### src/rtl/i_decode_pkg.sv
// Shared decode constants for the instruction-decode stage: opcodes, field
// bit positions and the ID/EX control bundle.
package id_pkg;

    localparam logic [5:0] OP_RTYPE = 6'h00;
    localparam logic [5:0] OP_LW    = 6'h23;
    localparam logic [5:0] OP_ADDI  = 6'h08;

    localparam int unsigned OPC_MSB   = 31;
    localparam int unsigned OPC_LSB   = 26;
    localparam int unsigned RS_MSB    = 25;
    localparam int unsigned RS_LSB    = 21;
    localparam int unsigned RT_MSB    = 20;
    localparam int unsigned RT_LSB    = 16;
    localparam int unsigned RD_MSB    = 15;
    localparam int unsigned RD_LSB    = 11;
    localparam int unsigned FUNCT_MSB = 5;
    localparam int unsigned FUNCT_LSB = 0;
    localparam int unsigned IMM_MSB   = 15;
    localparam int unsigned IMM_LSB   = 0;

    typedef struct packed {
        logic regwrite;
        logic memread;
        logic valid;
    } idex_ctrl_t;

    function automatic idex_ctrl_t decode_ctrl(input logic [5:0] opcode);
        idex_ctrl_t c;
        c       = '0;
        c.valid = 1'b1;
        case (opcode)
            OP_RTYPE, OP_ADDI: c.regwrite = 1'b1;
            OP_LW: begin
                c.regwrite = 1'b1;
                c.memread  = 1'b1;
            end
            default: ;
        endcase
        return c;
    endfunction

endpackage

### src/rtl/i_decode_reg_file.sv
// NREGS x DW register file, two async read ports, one sync write port, reg 0 reads zero.
// Define ID_WB_BYPASS_EN to forward a same-cycle write to the read ports.
module reg_file #(
    parameter int unsigned NREGS = 32,
    parameter int unsigned DW    = 32,
    parameter int unsigned AW    = $clog2(NREGS)
) (
    input  logic          clk_i,
    input  logic          rst_i,
    input  logic          we_i,
    input  logic [AW-1:0] waddr_i,
    input  logic [DW-1:0] wdata_i,
    input  logic [AW-1:0] raddr_a_i,
    output logic [DW-1:0] rdata_a_o,
    input  logic [AW-1:0] raddr_b_i,
    output logic [DW-1:0] rdata_b_o
);

    logic [DW-1:0] regs_q [NREGS];
    logic          wr_en;

    assign wr_en = we_i && (waddr_i != '0);

    always_ff @(posedge clk_i) begin
        if (rst_i) begin
            regs_q <= '{default: '0};
        end else if (wr_en) begin
            regs_q[waddr_i] <= wdata_i;
        end
    end

    always_comb begin
        rdata_a_o = '0;
        rdata_b_o = '0;
        if (raddr_a_i != '0) begin
            rdata_a_o = regs_q[raddr_a_i];
        end
        if (raddr_b_i != '0) begin
            rdata_b_o = regs_q[raddr_b_i];
        end
`ifdef ID_WB_BYPASS_EN
        // wr_en already excludes reg 0, so forwarding never breaks the zero register
        if (wr_en && (waddr_i == raddr_a_i)) begin
            rdata_a_o = wdata_i;
        end
        if (wr_en && (waddr_i == raddr_b_i)) begin
            rdata_b_o = wdata_i;
        end
`endif
    end

endmodule

### src/rtl/i_decode.sv
// Instruction-decode stage: field split, register read, immediate extension,
// load-use stall and branch flush into the ID/EX register. Option: ID_WB_BYPASS_EN.
module i_decode
    import id_pkg::*;
#(
    parameter int unsigned NREGS = 32,
    parameter int unsigned DW    = 32
) (
    input  logic          CLK,
    input  logic          RST,
    input  logic [31:0]   IF_ID_INSTR,
    input  logic [31:0]   IF_ID_NPC,
    input  logic          EX_MEM_PCSrc,
    input  logic          MEM_WB_REGWRITE,
    input  logic [4:0]    MEM_WB_RD,
    input  logic [DW-1:0] MEM_WB_DATA,
    output logic          ID_STALL,
    output logic [31:0]   ID_EX_NPC,
    output logic [DW-1:0] ID_EX_A,
    output logic [DW-1:0] ID_EX_B,
    output logic [31:0]   ID_EX_IMM,
    output logic [4:0]    ID_EX_RT,
    output logic [4:0]    ID_EX_RD,
    output logic [5:0]    ID_EX_OPCODE,
    output logic [5:0]    ID_EX_FUNCT,
    output logic          ID_EX_REGWRITE,
    output logic          ID_EX_MEMREAD,
    output logic          ID_EX_VALID
);

    logic [5:0]    opcode;
    logic [4:0]    rs;
    logic [4:0]    rt;
    logic [4:0]    rd;
    logic [5:0]    funct;
    logic [15:0]   imm;
    logic [DW-1:0] rs_val;
    logic [DW-1:0] rt_val;

    logic [31:0]   npc_q, npc_d;
    logic [DW-1:0] a_q, a_d;
    logic [DW-1:0] b_q, b_d;
    logic [31:0]   imm_q, imm_d;
    logic [4:0]    rt_q, rt_d;
    logic [4:0]    rd_q, rd_d;
    logic [5:0]    opc_q, opc_d;
    logic [5:0]    funct_q, funct_d;
    idex_ctrl_t    ctrl_q, ctrl_d;
    logic          stall;

    assign opcode = IF_ID_INSTR[OPC_MSB:OPC_LSB];
    assign rs     = IF_ID_INSTR[RS_MSB:RS_LSB];
    assign rt     = IF_ID_INSTR[RT_MSB:RT_LSB];
    assign rd     = IF_ID_INSTR[RD_MSB:RD_LSB];
    assign funct  = IF_ID_INSTR[FUNCT_MSB:FUNCT_LSB];
    assign imm    = IF_ID_INSTR[IMM_MSB:IMM_LSB];

    reg_file #(
        .NREGS(NREGS),
        .DW   (DW)
    ) u_reg_file (
        .clk_i    (CLK),
        .rst_i    (RST),
        .we_i     (MEM_WB_REGWRITE),
        .waddr_i  (MEM_WB_RD),
        .wdata_i  (MEM_WB_DATA),
        .raddr_a_i(rs),
        .rdata_a_o(rs_val),
        .raddr_b_i(rt),
        .rdata_b_o(rt_val)
    );

    // Flush and reset both suppress the stall so fetch is never held by a dead load
    always_comb begin
        stall = 1'b0;
        if (!RST && !EX_MEM_PCSrc && ctrl_q.valid && ctrl_q.memread && (rt_q != '0)) begin
            stall = (rt_q == rs) || (rt_q == rt);
        end
    end

    always_comb begin
        npc_d   = '0;
        a_d     = '0;
        b_d     = '0;
        imm_d   = '0;
        rt_d    = '0;
        rd_d    = '0;
        opc_d   = '0;
        funct_d = '0;
        ctrl_d  = '0;
        if (!EX_MEM_PCSrc && !stall) begin
            npc_d   = IF_ID_NPC;
            a_d     = rs_val;
            b_d     = rt_val;
            imm_d   = {{16{imm[15]}}, imm};
            rt_d    = rt;
            rd_d    = rd;
            opc_d   = opcode;
            funct_d = funct;
            ctrl_d  = decode_ctrl(opcode);
        end
    end

    always_ff @(posedge CLK) begin
        if (RST) begin
            npc_q   <= '0;
            a_q     <= '0;
            b_q     <= '0;
            imm_q   <= '0;
            rt_q    <= '0;
            rd_q    <= '0;
            opc_q   <= '0;
            funct_q <= '0;
            ctrl_q  <= '0;
        end else begin
            npc_q   <= npc_d;
            a_q     <= a_d;
            b_q     <= b_d;
            imm_q   <= imm_d;
            rt_q    <= rt_d;
            rd_q    <= rd_d;
            opc_q   <= opc_d;
            funct_q <= funct_d;
            ctrl_q  <= ctrl_d;
        end
    end

    assign ID_STALL       = stall;
    assign ID_EX_NPC      = npc_q;
    assign ID_EX_A        = a_q;
    assign ID_EX_B        = b_q;
    assign ID_EX_IMM      = imm_q;
    assign ID_EX_RT       = rt_q;
    assign ID_EX_RD       = rd_q;
    assign ID_EX_OPCODE   = opc_q;
    assign ID_EX_FUNCT    = funct_q;
    assign ID_EX_REGWRITE = ctrl_q.regwrite;
    assign ID_EX_MEMREAD  = ctrl_q.memread;
    assign ID_EX_VALID    = ctrl_q.valid;

endmodule

### config.mk
export PLATFORM = sky130hd
export DESIGN_NAME = i_decode
export DESIGN_NICKNAME = d
export VERILOG_FILES = /design/src/rtl/i_decode_pkg.sv /design/src/rtl/i_decode_reg_file.sv /design/src/rtl/i_decode.sv
export SDC_FILE = /design/constraint.sdc
export NUM_CORES = 2
export LEC_CHECK = 0
export BUFFER_PORTS_ARGS = -buffer_cell sky130_fd_sc_hd__buf_4
export CAP_MARGIN = 5
export CORE_MARGIN = 4
export CORE_UTILIZATION = 27
export CTS_CLUSTER_SIZE = 14
export DETAILED_ROUTE_END_ITERATION = 6
export SLEW_MARGIN = 40
export SYNTH_ARGS = -nofsm -noshare
export SYNTH_HDL_FRONTEND = slang
export SYNTH_SLANG_ARGS = --single-unit
### constraint.sdc
create_clock -name CLK -period 1.6 [get_ports CLK]
set_input_delay 0 -clock CLK [delete_from_list [all_inputs] [get_ports CLK]]
set_output_delay 0 -clock CLK [all_outputs]
set_load 0.03 [all_outputs]
### Yosys cells after proc, flatten, opt, wreduce, memory -nomap -nowiden

Cells that the tools add are included.

* bitwise gates (word level): 6
* reduce and logical (&&, ||, !) cells: 20
* $lt $le $gt $ge: 4
* equal/unequal tests: 4
* mux-type cells: 13

Operators with widths (number)
* $bwmux W1024: 1
* $bmux W32 S5: 2
* $demux W32 S5: 1
* $mux W32: 5
* $reduce_bool A5 Y1: 4
* $ge A6 B6 Y1 const B: 3
* $not A5 Y6: 3
* $eq A5 B5 Y1: 2
* $reduce_or A3 Y1: 3
* $logic_and A1 B1 Y1: 7
* $eq A6 B4 Y1 const B: 1
* $eq A6 B6 Y1 const B: 1
* $logic_not A6 Y1: 1
* $lt A6 B1 Y1 const B: 1
* $mux W1: 4
* $logic_not A1 Y1: 3
* $not A1 Y1: 3
* $reduce_or A2 Y1: 1
* $logic_or A1 B1 Y1: 1

* output and inout bits: 154
* logic and storage cells: 90
* register bits: 1161

### Depth between registers and ports, before layout

* word-level depth: 10
* depth in mapped cells: 9
* depth with buffers taken out: 5

### Cells and area by module

A second synthesis with hierarchy kept.

* cell total of the unflattened synthesis: 6327
* area, all modules: 56426.6 µm²

By module, submodules not included
* reg_file: cells an instance 5860, area an instance 52195.1 µm², instances 1
* i_decode: cells an instance 467, area an instance 4231.6 µm², instances 1

### Worst setup path before layout

OpenSTA, ideal clock, no wires.

* path kind: reg-to-reg
* start point: reg rt_q[4], in the netlist ID_EX_RT[4]
* end point: reg imm_q[0], in the netlist ID_EX_IMM[0]
* setup slack: -0.272 ns
* path buffers: 3
* cell stages (with the launch flop): 9
* arrival time: 1.757 ns
* data required time: 1.485 ns
* cell sequence: dfxtp_1 -> xnor2_1 -> nand3_1 -> o22ai_1 -> a21boi_1 -> buf_2 -> buf_2 -> buf_2 -> and2_1

* longest elaborated chain between the ends: 7
* elaborated cells on any way between the ends: 10
* classes of those cells: eq/ne: 2; mux: 1; bitwise: 1; reduce/logical: 6

Ends and longest elaborated chain
* from (decl): line i_decode.sv:44 `logic [4:0] rt_q, rt_d;`
* from (signal assigned): line i_decode.sv:120 `rt_q <= rt_d;`
* $eq A5 B5 Y1 or $reduce_bool A5 Y1 (tied branches): line i_decode.sv:77, i_decode.sv:76
* $logic_or A1 B1 Y1 or $logic_and A1 B1 Y1 (tied branches): line i_decode.sv:77, i_decode.sv:76
* $mux W1 (*): line i_decode.sv:76 `if (!RST && !EX_MEM_PCSrc && ctrl_q.valid && ctrl_q.memread && (rt_q != '0)) begin`
* $logic_not A1 Y1 (*): line i_decode.sv:91 `if (!EX_MEM_PCSrc && !stall) begin`
* $logic_and A1 B1 Y1 (*): line i_decode.sv:91
* $not A1 Y1 (no source line) (*)
* $reduce_or A2 Y1 (no source line) (*)
* to (signal assigned): line i_decode.sv:119 `imm_q <= imm_d;`
* to (decl): line i_decode.sv:43 `logic [31:0] imm_q, imm_d;`

Mark *: on every way between the ends. The rest lies on a longest branch, timed or not.
A chain may end at the register's enable or synchronous reset.

### Worst setup path after layout

* start point: reg rt_q[4], in the netlist ID_EX_RT[4]
* end point: out ID_STALL

* longest elaborated chain between the ends: 3
* elaborated cells on any way between the ends: 6
* classes of those cells: eq/ne: 2; mux: 1; reduce/logical: 3

Ends and longest elaborated chain
* $eq A5 B5 Y1 or $reduce_bool A5 Y1 (tied branches): line i_decode.sv:77, i_decode.sv:76
* $logic_or A1 B1 Y1 or $logic_and A1 B1 Y1 (tied branches): line i_decode.sv:77, i_decode.sv:76
* $mux W1 (*): line i_decode.sv:76
* to (decl): line i_decode.sv:17 `output logic ID_STALL,`

Marked as above.

==> flow_results.org <==
** Power
- After layout, the design draws a total of 64.9 mW.
- Reported leakage power :: 24.3 nW
- Pwr per Cell Area :: 932 nW/um2
- The worst-case IR drop observed on VDD is 0.897 mV.

** Synth
- Sequential fraction of the synthesis area :: 41.3%
- In this run the cell area of the synthesized design comes to 55800 um2.
- After synthesis the netlist holds a flip-flop and latch count of 1150.
- The number of nets handed over by synthesis was 6596.
- Post-Syn Area per Cell :: about 8.6 um2
- During synthesis, Yosys emitted a total of 0 warnings.
- The synthesized netlist contains 40 unique library cells.
- The cell count after synthesis came out at 6491.

** CTS
- At the later pin of the worst-skew pair, clock insertion delay measures 0.78 ns.
- The H-tree generated during clock tree synthesis spans 3 levels.
- CTS tree :: done
- After clock tree synthesis, the clock-pin slew on the worst setup and hold paths is around 0.060 ns.
- No sink is reached through more buffers than the 3 on the longest clock path.
- CTS placed an instance of sky130_fd_sc_hd__clkbuf_16 at the clock tree root.
- Cts bufs inserted :: 115
- TritonCTS sink count :: ~1200

** Global route
- The first global-routing pass estimated 347000 um of wire.
- After global routing the overflow that remains totals 0.
- The initial antenna violation count was 13.
- GRT Resource Usage Total :: between 20% and 30%
- Maximum number of pins on one net before global-route repair :: 135
- Number of global-route vias before repair :: around 52000

** Setup path
- The worst setup path is launched from a flop.
- For this design, the slowest cell found on the critical path is sky130_fd_sc_hd__dfxtp_4.
- Cells along the critical path :: xnor2_2 > nand3_1 > o22ai_2 > and2_4 > buf_6
- Reg2Reg Setup Slack :: -0.23 ns
- The worst register-to-register path begins at ID_EX_RT[4]$_SDFF_PP0_.
- Worst Setup EP :: ID_STALL
- STA puts the critical path data required time at 1.60 ns.
- Worst Reg-to-Reg Cells :: 9
- The endpoint identified for the worst register-to-register timing path is ID_EX_A[9]$_SDFF_PP0_.
- By startpoint and endpoint, the worst setup path is classified as flop to output port.
- Sort of element at the end of the critical path :: output port
- Launching instance or port of the critical path :: ID_EX_RT[4]$_SDFF_PP0_
- Maximum cell stage delay along the critical path :: 0.37 ns
- Data arrival, critical path :: 1.83 ns
- Along the worst path, the maximum fanout reaches 3.

** Run status
- The run finished, with violations left.
- Failing checks :: design-rule violations, negative setup slack

** Place
- Port Buf Inserts :: 258
- Number of placed cells counting well taps :: roughly 9000
- Detailed placement ended at an HPWL of ~150000 um.
- Prior to clock tree synthesis, the placed netlist has a worst setup slack of -0.459 ns.
- Last weighted congestion value of the routability-driven placer :: approximately 0.9

** STA
- Number of endpoints with negative hold slack in the final report :: 0
- Derived from the worst setup path, the maximum achievable clock frequency is 546 MHz.
- Fin worst setup slack :: -0.231 ns
- Setup violations remaining at the end of the flow were counted as 126.
- Setup repair after global routing could not meet its margin everywhere.
- Total count of max-transition violations in the final report :: 0
- For the finished layout, the period the worst path requires is 1.83 ns.
- On the final layout, the worst clock skew is 0.0288 ns.
- For the pin with the worst max-slew slack, the measured transition is 0.777 ns.
- The worst pin sits at a relative slew slack of 48.2%.
- Part of the cycle the worst path needs :: 114%

** Floorplan
- Number of primary I/O pins :: 259
- Initial Utilization :: 27.2%
- In this run the core area contains 166 standard-cell rows.
- The die is 462 um wide.
- Die height :: 462 um
- Placeable Area :: slightly above 200000 um2
- The die covers approximately 210000 um2.

** Detailed routing
- Routed len/inst :: 25.0 um
- Violation count after the first detailed-route iteration :: around 6300
- 1st-pass router iterations :: 7
- Number of routed nets with antenna violations :: 0
- Remaining DRCs :: 5
- Via-per-instance ratio :: 5.55
- Vias :: roughly 53000
- For this block, the routed nets add up to about 240000 um of wire.

** Layout
- Flip-flop and latch area :: 23100 um2
- Compared with the post-synthesis result, the final layout area differs by 25.0%.
- Area of combinational cells with multiple inputs :: 30000 um2
- Most frequent standard cell in the layout excluding fill and tap cells :: sky130_fd_sc_hd__nand2_1
- The final layout contains slightly below 7000 nets.
- In the final layout, the share of cells above drive strength 1 is 19.3%.
- Fill cell count :: between 20000 and 25000
- Most frequent cells in the layout :: sky130_fd_sc_hd__nand2_1, sky130_fd_sc_hd__dfxtp_1, sky130_fd_sc_hd__a21oi_1, sky130_fd_sc_hd__buf_4, sky130_fd_sc_hd__mux2i_1
- Filler-free cell count of the finished design :: 9627

** Run
- Max-cap violations in this run came to 0.

** Worst hold path
- Hold/Removal Path Class :: input pin to flop
## layer usage
metal	routed length, um	up-vias	track usage, %	share of wire [%]
met5	36	-	0	0.015
li1	-	23400	-	-
met1	90700	26100	25.6	38
met3	22300	815	4.30	9.3
met2	111000	2987	34.6	46
met4	16600	6	13.7	6.9
## power by group
part / switching [mW] / leakage (nW) / total [mW] / internal, mW
Sequential: 0.295 / 9.29 / 29.2 / 28.9
Clock: 12.2 / 1.90 / 28.1 / 16.0
Combinational: 4.68 / 13.1 / 7.58 / 2.90
## critical path, delay by kind of cell (launching register included)
family	cells	cell delay [ns]
flops	1	0.37
xor+xnor	1	0.14
compound gates	1	0.17
simple gates	2	0.28
buf+inv	1	0.13
## worst min path at each step
stage / startpoint / slack [ns] / to / cells past startpoint
finish: IF_ID_NPC[8] / 0.01 / ID_EX_NPC[8]$_SDFF_PP0_ / 3
global route: IF_ID_NPC[8] / 0.01 / ID_EX_NPC[8]$_SDFF_PP0_ / 3
CTS: IF_ID_NPC[27] / 0.0006 / ID_EX_NPC[27]$_SDFF_PP0_ / 3
detailed placement: IF_ID_INSTR[30] / 0.18 / ID_EX_MEMREAD$_SDFF_PP0_ / 2
global placement: IF_ID_INSTR[30] / 0.18 / ID_EX_MEMREAD$_SDFF_PP0_ / 2
floorplan: IF_ID_INSTR[28] / 0.07 / ID_EX_MEMREAD$_SDFF_PP0_ / 1
## metrics by stage
| step | instance area [um2] | hold slack (ns) | utilization, % | TNS [ns] |
|---|---|---|---|---|
| floorplan | 55800 | 0.0681 | - | -0.673 |
| global placement | 64000 | 0.179 | 31.2 | -25.98 |
| detailed placement | 64000 | 0.182 | 31.2 | -27.48 |
| CTS | 69500 | 0.000625 | 33.9 | -16.98 |
| global route | 69700 | 0.0146 | 34.0 | -25.82 |
| finish | 69700 | 0.0133 | 34.0 | -20.83 |
## Yosys cell counts
| cell | n | area [um2] |
|---|---|---|
| sky130_fd_sc_hd__nor2_1 | 165 | 619 |
| sky130_fd_sc_hd__mux2i_1 | 512 | 5120 |
| sky130_fd_sc_hd__nand2_1 | 2022 | 7590 |
| sky130_fd_sc_hd__a221oi_1 | 247 | 2160 |
| sky130_fd_sc_hd__nand3b_1 | 3 | 22.5 |
| sky130_fd_sc_hd__a221oi_2 | 9 | 135 |
| sky130_fd_sc_hd__o21ai_0 | 2 | 10.0 |
| sky130_fd_sc_hd__nor2_2 | 1 | 6.26 |
| sky130_fd_sc_hd__inv_2 | 2 | 7.51 |
| sky130_fd_sc_hd__nor3b_1 | 2 | 15.0 |
| sky130_fd_sc_hd__buf_2 | 94 | 470 |
| sky130_fd_sc_hd__mux4_2 | 256 | 5770 |
| sky130_fd_sc_hd__o21ai_1 | 126 | 631 |
| sky130_fd_sc_hd__o22ai_1 | 1 | 6.26 |
| sky130_fd_sc_hd__clkbuf_2 | 2 | 10.0 |
| sky130_fd_sc_hd__clkbuf_1 | 455 | 1710 |
| sky130_fd_sc_hd__or2_2 | 1 | 6.26 |
| sky130_fd_sc_hd__o31ai_1 | 1 | 7.51 |
| sky130_fd_sc_hd__nand4b_1 | 1 | 8.76 |
| sky130_fd_sc_hd__nand3_1 | 5 | 25.0 |
| sky130_fd_sc_hd__nor3_1 | 2 | 10.0 |
| sky130_fd_sc_hd__and2_1 | 64 | 400 |
| sky130_fd_sc_hd__dfxtp_1 | 1150 | 23000 |
| sky130_fd_sc_hd__nor2b_1 | 34 | 213 |
| sky130_fd_sc_hd__a21oi_2 | 1 | 8.76 |
| sky130_fd_sc_hd__a21oi_1 | 996 | 4980 |
| sky130_fd_sc_hd__or2_1 | 1 | 6.26 |
| sky130_fd_sc_hd__buf_1 | 11 | 41.3 |
| sky130_fd_sc_hd__and3_1 | 3 | 18.8 |
| sky130_fd_sc_hd__a21boi_1 | 1 | 7.51 |
| sky130_fd_sc_hd__and3b_1 | 3 | 26.3 |
| sky130_fd_sc_hd__xnor2_1 | 10 | 87.6 |
| sky130_fd_sc_hd__nor4b_1 | 1 | 8.76 |
| sky130_fd_sc_hd__a22oi_1 | 128 | 961 |
| sky130_fd_sc_hd__a32o_1 | 64 | 641 |
| sky130_fd_sc_hd__or3b_1 | 1 | 8.76 |
| sky130_fd_sc_hd__nor3b_2 | 1 | 12.5 |
| sky130_fd_sc_hd__or3b_2 | 2 | 17.5 |
| sky130_fd_sc_hd__buf_6 | 32 | 360 |
| sky130_fd_sc_hd__buf_4 | 79 | 593 |
## flip-flops by register name (all words and copies together) (netlist names)
register,count
ID_EX_NPC,32
ID_EX_VALID,1
u_reg_file.regs_q,1024
ID_EX_B,32
ID_EX_IMM,16
ID_EX_MEMREAD,1
ID_EX_OPCODE,6
ID_EX_A,32
ID_EX_REGWRITE,1
ID_EX_RT,5
## final cells by class
type,count,area share [%]
Clock inverter,38,0.662
Timing Repair Buffer,910,13.5
Antenna cell,8,0.0287
Inverter,2,0.0144
Sequential cell,1150,33.1
Multi-Input combinational cell,4666,43.1
Clock buffer,165,4.83
Tap cell,2688,4.82
## what timing repair did
item / in CTS / in global routing
setup buffers: 13 / 4
gates cloned: 5 / 3
pin swaps: 8 / 3
hold buffers: 134 / 0
hold endpoints to repair: 1071 / 0
endpoints found under the setup margin: 149 / 129
resized for setup: 33 / 24
## cells by family after synthesis
group                     count (synthesis)  share of synthesized area, %
and+or+nand+nor                        2312                          16.2
buffers and inverters                   675                          5.72
DFF                                    1150                          41.3
muxes                                   768                          19.5
xor gates and xnor gates                 10                         0.157
AOI/OAI and AO/OA                      1576                          17.1
Power figures use the tool's default switching activity.
